<file path="config.mk">
export PLATFORM = sky130hd
export DESIGN_NAME = mic_frame_reader_flat
export DESIGN_NICKNAME = d
export VERILOG_FILES = /design/src/rtl/mic_frame_reader_if.sv /design/src/rtl/mic_frame_reader.sv /design/src/flat_wrapper.sv
export SDC_FILE = /design/constraint.sdc
export NUM_CORES = 1
export LEC_CHECK = 0
export CAP_MARGIN = 20
export CORE_MARGIN = 2
export CORE_UTILIZATION = 61
export DETAILED_ROUTE_END_ITERATION = 6
export DONT_BUFFER_PORTS = 1
export PLACE_DENSITY = 0.77
export SLEW_MARGIN = 30
export SYNTH_ARGS = -nofsm -noshare
export SYNTH_HDL_FRONTEND = slang
export SYNTH_SLANG_ARGS = --single-unit
</file>
<file path="constraint.sdc">
create_clock -name clk -period 3.95 [get_ports clk]
set_input_delay 1.185 -clock clk [delete_from_list [all_inputs] [get_ports clk]]
set_output_delay 1.185 -clock clk [all_outputs]
set_load 0.03 [all_outputs]
</file>
<file path="src/rtl/mic_frame_reader_if.sv">
// rtl/mic_frame_reader_if.sv - sample stream bundle between frame reader and beamformer
interface mic_frame_reader_if #(
    parameter int DATA_W = 16
);
    logic              m_valid;
    logic              m_ready;
    logic [DATA_W-1:0] m_data;
    logic              m_last;

    modport master (output m_valid, output m_data, output m_last, input m_ready);
    modport slave  (input m_valid, input m_data, input m_last, output m_ready);
endinterface

</file>
<file path="src/rtl/mic_frame_reader.sv">
// rtl/mic_frame_reader.sv - reads one delayed 2^ADDR_W-sample frame from RAM into a stream; optional ENERGY_ACC_EN adds energy port
module mic_frame_reader #(
    parameter int ADDR_W = 9,
    parameter int DATA_W = 16
) (
    input  logic              clk,
    input  logic              rst_n,
    input  logic              start,
    input  logic [ADDR_W-1:0] delay,
    output logic              busy,
    output logic              done,
    output logic              ram_ceb,
    output logic [ADDR_W-1:0] ram_adb,
    input  logic [DATA_W-1:0] ram_dout,
    mic_frame_reader_if.master m
`ifdef ENERGY_ACC_EN
    ,
    output logic [39:0]       energy
`endif
);

    localparam logic [1:0] S_IDLE  = 2'd0;
    localparam logic [1:0] S_RUN   = 2'd1;
    localparam logic [1:0] S_DRAIN = 2'd2;

    logic [1:0]        state;
    logic [ADDR_W-1:0] delay_q;
    logic [ADDR_W-1:0] k;
    logic              rd_pend;
    logic              rd_last;
    logic [DATA_W-1:0] buf_data [2];
    logic              buf_last [2];
    logic [1:0]        count;

    logic has_buf;
    logic issue;
    logic pop;
    logic pop_buf;
    logic push;
    logic last_beat;
    logic push_to_head;

    // Read issue, RAM address and stream outputs; the in-flight read is presented
    // directly when the buffer is empty so the first beat costs no extra cycle.
    always_comb begin
        has_buf      = (count != 2'd0);
        issue        = (state == S_RUN) && ((count == 2'd0) || ((count == 2'd1) && !rd_pend));
        ram_ceb      = issue;
        ram_adb      = (state == S_RUN) ? (delay_q + k) : '0;
        busy         = (state != S_IDLE);
        m.m_valid    = has_buf || rd_pend;
        m.m_data     = has_buf ? buf_data[0] : (rd_pend ? ram_dout : '0);
        m.m_last     = has_buf ? buf_last[0] : (rd_pend && rd_last);
        pop          = m.m_valid && m.m_ready;
        pop_buf      = pop && has_buf;
        push         = rd_pend && !(pop && !has_buf);
        last_beat    = pop && m.m_last;
        push_to_head = (count == 2'd0) || ((count == 2'd1) && pop_buf);
    end

    // Frame sequencing: accept start only when idle, walk k across the whole RAM once.
    always_ff @(posedge clk or negedge rst_n) begin
        if (!rst_n) begin
            state   <= S_IDLE;
            delay_q <= '0;
            k       <= '0;
            done    <= 1'b0;
        end else begin
            done <= last_beat;
            case (state)
                S_IDLE: begin
                    if (start) begin
                        state   <= S_RUN;
                        delay_q <= delay;
                        k       <= '0;
                    end
                end
                S_RUN: begin
                    if (issue) begin
                        k <= k + 1'b1;
                        if (k == '1) begin
                            state <= S_DRAIN;
                        end
                    end
                end
                S_DRAIN: begin
                    if (last_beat) begin
                        state <= S_IDLE;
                    end
                end
                default: state <= S_IDLE;
            endcase
        end
    end

    // Track the read whose data returns next cycle, tagging the final address.
    always_ff @(posedge clk or negedge rst_n) begin
        if (!rst_n) begin
            rd_pend <= 1'b0;
            rd_last <= 1'b0;
        end else begin
            rd_pend <= issue;
            rd_last <= issue && (k == '1);
        end
    end

    // Two-entry output buffer holding returned samples while the consumer stalls.
    always_ff @(posedge clk or negedge rst_n) begin
        if (!rst_n) begin
            buf_data[0] <= '0;
            buf_data[1] <= '0;
            buf_last[0] <= 1'b0;
            buf_last[1] <= 1'b0;
            count       <= 2'd0;
        end else begin
            if (pop_buf) begin
                buf_data[0] <= buf_data[1];
                buf_last[0] <= buf_last[1];
            end
            if (push) begin
                if (push_to_head) begin
                    buf_data[0] <= ram_dout;
                    buf_last[0] <= rd_last;
                end else begin
                    buf_data[1] <= ram_dout;
                    buf_last[1] <= rd_last;
                end
            end
            count <= count + {1'b0, push} - {1'b0, pop_buf};
        end
    end

`ifdef ENERGY_ACC_EN
    logic signed [2*DATA_W-1:0] sq;

    // Signed square of the beat currently on the stream.
    always_comb begin
        sq = $signed(m.m_data) * $signed(m.m_data);
    end

    // Energy sum restarts with each accepted frame and grows on every handshake.
    always_ff @(posedge clk or negedge rst_n) begin
        if (!rst_n) begin
            energy <= '0;
        end else if ((state == S_IDLE) && start) begin
            energy <= '0;
        end else if (pop) begin
            energy <= energy + {{(40-2*DATA_W){1'b0}}, sq};
        end
    end
`endif

endmodule

</file>
<file path="src/flat_wrapper.sv">
// flat-port wrapper written by rule: the top's interface ports become plain ports
module mic_frame_reader_flat 
#(
    parameter int ADDR_W = 9,
    parameter int DATA_W = 16
)
  (clk, rst_n, start, delay, busy, done, ram_ceb, ram_adb, ram_dout, m_m_valid, m_m_data, m_m_last, m_m_ready);
  mic_frame_reader_if #(.DATA_W(DATA_W)) m_i ();
  input  logic clk;
  input  logic rst_n;
  input  logic start;
  input  logic [ADDR_W-1:0] delay;
  output logic busy;
  output logic done;
  output logic ram_ceb;
  output logic [ADDR_W-1:0] ram_adb;
  input  logic [DATA_W-1:0] ram_dout;
  output wire logic [$bits(m_i.m_valid)-1:0] m_m_valid;
  output wire logic [$bits(m_i.m_data)-1:0] m_m_data;
  output wire logic [$bits(m_i.m_last)-1:0] m_m_last;
  input wire logic [$bits(m_i.m_ready)-1:0] m_m_ready;
  assign m_m_valid = m_i.m_valid;
  assign m_m_data = m_i.m_data;
  assign m_m_last = m_i.m_last;
  assign m_i.m_ready = m_m_ready;
  mic_frame_reader #(.ADDR_W(ADDR_W), .DATA_W(DATA_W)) u_core (.clk(clk), .rst_n(rst_n), .start(start), .delay(delay), .busy(busy), .done(done), .ram_ceb(ram_ceb), .ram_adb(ram_adb), .ram_dout(ram_dout), .m(m_i));
endmodule
</file>
After elaboration in Yosys (flattened, before gate mapping)
Index checks and enable logic that the tools add are counted.
{"block": "op_classes", "n_addsub": 4, "n_eq_ne": 8, "mux": 20, "bitwise": 1, "reduce_logical": 25}
{"cell": "two-way mux 16 bit", "n": 5}
{"cell": "two-way mux 32 bit", "n": 1}
{"cell": "two-way mux 9 bit", "n": 3}
{"cell": "case mux 9 bit (2 select lines)", "n": 1}
{"cell": "logical AND 1 bit", "n": 10}
{"cell": "two-way mux 2 bit", "n": 5}
{"cell": "adder 9 x 1 -> 9 bit (second input constant)", "n": 1}
{"cell": "adder 9 bit", "n": 1}
{"cell": "equality test 9 bit (second input constant)", "n": 1}
{"cell": "case mux 2 bit (3 select lines)", "n": 1}
{"cell": "nonzero test 2 bit", "n": 3}
{"cell": "equality test 2 x 1 -> 1 bit (second input constant)", "n": 2}
{"cell": "logical NOT 2 bit", "n": 2}
{"cell": "two-way mux 1 bit", "n": 4}
{"cell": "!= test 2 x 1 -> 1 bit (second input constant)", "n": 2}
{"cell": "!= test 2 bit (second input constant)", "n": 2}
{"cell": "AND reduction 2 bit", "n": 2}
{"cell": "AND reduction 4 bit", "n": 1}
{"cell": "logical NOT 1 bit", "n": 3}
{"cell": "logical OR 1 bit", "n": 3}
{"cell": "AND reduction 3 bit", "n": 1}
{"cell": "adder 2 x 1 -> 2 bit", "n": 1}
{"cell": "equality test 2 bit (second input constant)", "n": 1}
{"cell": "subtractor 2 x 1 -> 2 bit", "n": 1}
{"cell": "NOT 1 bit", "n": 1}
{"block": "word_totals", "reg_bits": 59, "input_bits": 29, "output_inout_bits": 30, "word_cells": 69}

Longest topological paths before layout
{"block": "depth", "depth_word": 8, "depth_mapped": 11, "mapped_depth_nobuf": 8}

Worst setup path after synthesis
Ideal clock, no wire load.
{"block": "synth_path", "kind": "flip-flop to output port", "startpoint": "register u_core.k[0]", "endpoint": "output port ram_adb[4]", "arrival_time_ns": 2.223, "t_required_ns": 2.765, "slack_ns": 0.542, "path_stages_with_launch": 5, "n_path_buf": 0, "cell_sequence": "dfrtp_1 -> ha_1 -> fa_1 -> a211o_1 -> a311oi_1"}
{"block": "synth_via", "elab_chain_cells": 2}
{"element": "start: declaration", "line_no": "mic_frame_reader.sv:28", "rtl": "logic [ADDR_W-1:0] k;"}
{"element": "start signal: assignment", "line_no": "mic_frame_reader.sv:80", "rtl": "k <= k + 1'b1;"}
{"element": "adder 9 bit", "line_no": "mic_frame_reader.sv:49", "rtl": "ram_adb = (state == S_RUN) ? (delay_q + k) : '0;"}
{"element": "two-way mux 9 bit", "line_no": "mic_frame_reader.sv:49"}
{"element": "end: declaration", "line_no": "flat_wrapper.sv:16", "rtl": "output logic [ADDR_W-1:0] ram_adb;"}
Every way passes these cells.

Worst setup path in the final report
{"block": "layout_path", "startpoint": "register u_core.k[0]", "endpoint": "output port ram_adb[6]"}
Same word-level chain as after synthesis.

==> out/qor.csv <==
stage,metric,value,unit
die,coreArea,0.00517,sq mm
setup_path,crit_type,register to output pin,
timing,finalHoldViolCount,0,
placement,hpwlAfterDp,4.52,mm
timing,finalHoldWorstSlack,0.486,ns
setup_path,reg2reg_depth,9,
timing,rsz0062_at_grt,no,
die,start_util,0.643,
clocking,cts_resized,0,
yosys,synth_warnings,0,
layout,drive_above_1_share,0.142,
setup_path,critPathArrivalTime,2.39,ns
timing,tns,0,ns
timing,max_freq,0.280,GHz
grt,grt_overflow_total,0,
layout,fillers,386,
clocking,holdBufCountCts,0,
timing,setup_viol,0,
clocking,cts_tree,built,
grt,grt_first_pass_wirelength,11.4,mm
yosys,async_flop_share,1.00,
layout,area_growth,8.42,%
timing,tightestPinTransition,0.810,ns
route,routed-via-count,2515,
clocking,clk_pin_slew,0.06,ns
die,rows,26,
grt,grt_pass1_vias,2463,
yosys,ys.flop_type,dfrtp_1,
yosys,avgSynthCellArea,9.46,sq um
grt,antenna_found_initial,0,
timing,final_max_slew_viol_count,0,
setup_path,cp-end-kind,output pin,
yosys,ys_ff_latch,59,
yosys,syn_area,0.00333,sq mm
power_and_ir_drop,design_power_total,3.27,mW
die,boundaryPins,59,
flow_run,drv_cap,0,
setup_path,required,2.76,ns
clocking,numCtsBuffers,9,
die,dieWidth,77.9,um
layout,insertedDiodeCount,0,
setup_path,r2r_slack,1.80,ns
setup_path,rr_startpoint,u_core.count[1],
worst_hold_path,holdPathStages,2,
route,via_per_inst,5.86,
yosys,syn-num-nets,394,
grt,grt.total_usage,0.242,
worst_hold_path,hold_path_end,u_core.delay_q[0],
timing,fin_crit_sh,0.905,
timing,skew,0.0103,ns
yosys,synth_edf_count,0,
setup_path,path_max_fanout,5,
clocking,root_buffer,clkbuf_8,
status,status,finished clean,
clocking,clk_path_buf_depth,2,
route,drt_iter0_drc,163,
setup_path,path_cells,ha_1 -> fa_1 -> a211o_1 -> a31o_2 -> o211ai_1 -> buf_4,
route,antenna_left,0,
placement,gp_congestion,0.892,
clocking,post_cts_buffers,0,
worst_hold_path,hold_class,register to register,
layout,regArea,0.00148,sq mm
die,die-height,77.9,um
power_and_ir_drop,p_leak,1.71,nW
setup_path,r2r_end,u_core.count[1],
yosys,synth.distinct_cells,55,
route,first_pass_iters,4,
die,die_area,0.00606,sq mm
grt,grt_max_degree,60,
setup_path,cp-start-kind,register,
setup_path,slowest_delay,0.44,ns
setup_path,cp_slowest_cell,fa_1,
yosys,synth-seq-area-share,0.444,
route,wl_per_cell,15.6,um
worst_hold_path,min_from,u_core.delay_q[0],
timing,min_period,3.57,ns
power_and_ir_drop,powerDensity,906,mW/mm^2
layout,layout.nets,396,
clocking,cts.htree.levels,3,
route,routed_wl,6.71,mm
timing,slew_headroom,0.460,
clocking,numClockSinks,59,
yosys,synthCells,352,
route,drc_errors,0,
placement,port-buffer-count,0,
layout,multi_input_area,0.00172,sq mm
power_and_ir_drop,vdd_drop_max,0.000456,V
clocking,clk_latency,0.34,ns
[cells in the final DEF, fill, tap and decap left out, drive strengths merged, types with 4 or more instances in the layout]
master  instances
clkbuf         10
mux2i          22
buf             9
mux2           17
nor4            4
nand3          20
a21oi           8
nand2          91
ha             12
inv             9
and2            5
nor2            8
nand4           4
o31ai           4
dfrtp          59
o21ai          25
[worst max-delay path: cells and delay by family, from the launching register on]
| kind | cells | cell delay (ns) |
|---|---|---|
| AO/OA/AOI/OAI | 3 | 0.74 |
| flip-flops | 1 | 0.43 |
| adder cells (fa/ha/maj) | 2 | 0.71 |
| buffers and inverters | 1 | 0.18 |
[metal layers]
layer | global-route usage | wire, um | vias up
met1 | 0.317 | 3030 | 1186
li1 | - | - | 1237
met4 | 0.0661 | 55 | 0
met5 | 0 | 0 | -
met2 | 0.379 | 3100 | 87
met3 | 0.0919 | 523 | 5
[stage by stage]
stage	util	area [sq um]	cells	setup WS, ns
floorplan	-	3330	352	0.542
global placement	0.652	3370	412	0.762
detailed placement	0.652	3370	412	0.749
CTS	0.695	3600	428	0.369
finish	0.698	3610	429	0.375
global route	0.698	3610	429	0.273
[cell families (layout without fill, tap and decap cells)]
| logic type | after synthesis | count (layout) | synth area share |
|---|---|---|---|
| compound gates | 56 | 56 | 0.109 |
| xor+xnor | 4 | 4 | 0.0105 |
| fa+ha+maj | 13 | 13 | 0.0511 |
| buf+inv | 27 | 34 | 0.0417 |
| flops | 59 | 59 | 0.444 |
| mux | 39 | 39 | 0.124 |
| simple gates | 154 | 154 | 0.221 |
[state kept, by name, summed over array words and instances, names as in the netlist]
signal	count
u_core.delay_q	9
u_core.k	9
u_core.rd_pend	1
u_core.count	2
u_core.buf_last	2
u_core.buf_data	32
u_core.rd_last	1
u_core.done	1
u_core.state	2
[how the worst max path moves through the flow]
stage,startpoint,endpoint,slack (ns)
5_1_grt,u_core.k[0],ram_adb[6],0.27
6_report,u_core.k[0],ram_adb[6],0.38
3_3_place_gp,u_core.k[0],ram_adb[6],0.76
4_1_cts,u_core.k[0],ram_adb[6],0.37
2_1_floorplan,u_core.k[0],ram_adb[4],0.54
3_5_place_dp,u_core.k[0],ram_adb[6],0.75
[Yosys cell counts (3+ instances only)]
cell,count,area (sq um)
a211oi_1,3,22.5
a21oi_1,7,35.0
and2_1,4,25.0
buf_2,3,15.0
buf_4,3,22.5
buf_6,3,33.8
clkbuf_1,8,30.0
dfrtp_1,59,1480
ha_1,12,150
inv_1,9,33.8
mux2_2,16,180
mux2i_1,22,220
nand2_1,90,338
nand2b_1,3,18.8
nand3_1,20,100
nand4_1,4,25.0
nor2_1,8,30.0
nor4_1,4,25.0
o21ai_0,15,75.1
o21ai_1,9,45.0
o31ai_1,4,30.0
or3_1,3,18.8
xnor2_1,3,26.3
[cell type report]
type                    count  area share
multi-input cells         266       0.476
flip-flops and latches     59       0.409
clock buffers              10      0.0381
clock inverters             6      0.0246
well taps                  70      0.0243
repair buffers              9      0.0187
inverters                   9     0.00936
[power by group]
part	internal (mW)	switching (mW)	total, mW
logic	0.554	1.04	1.59
clock network	0.372	0.242	0.614
registers	0.855	0.209	1.06
(Power assumes the default switching activity.)
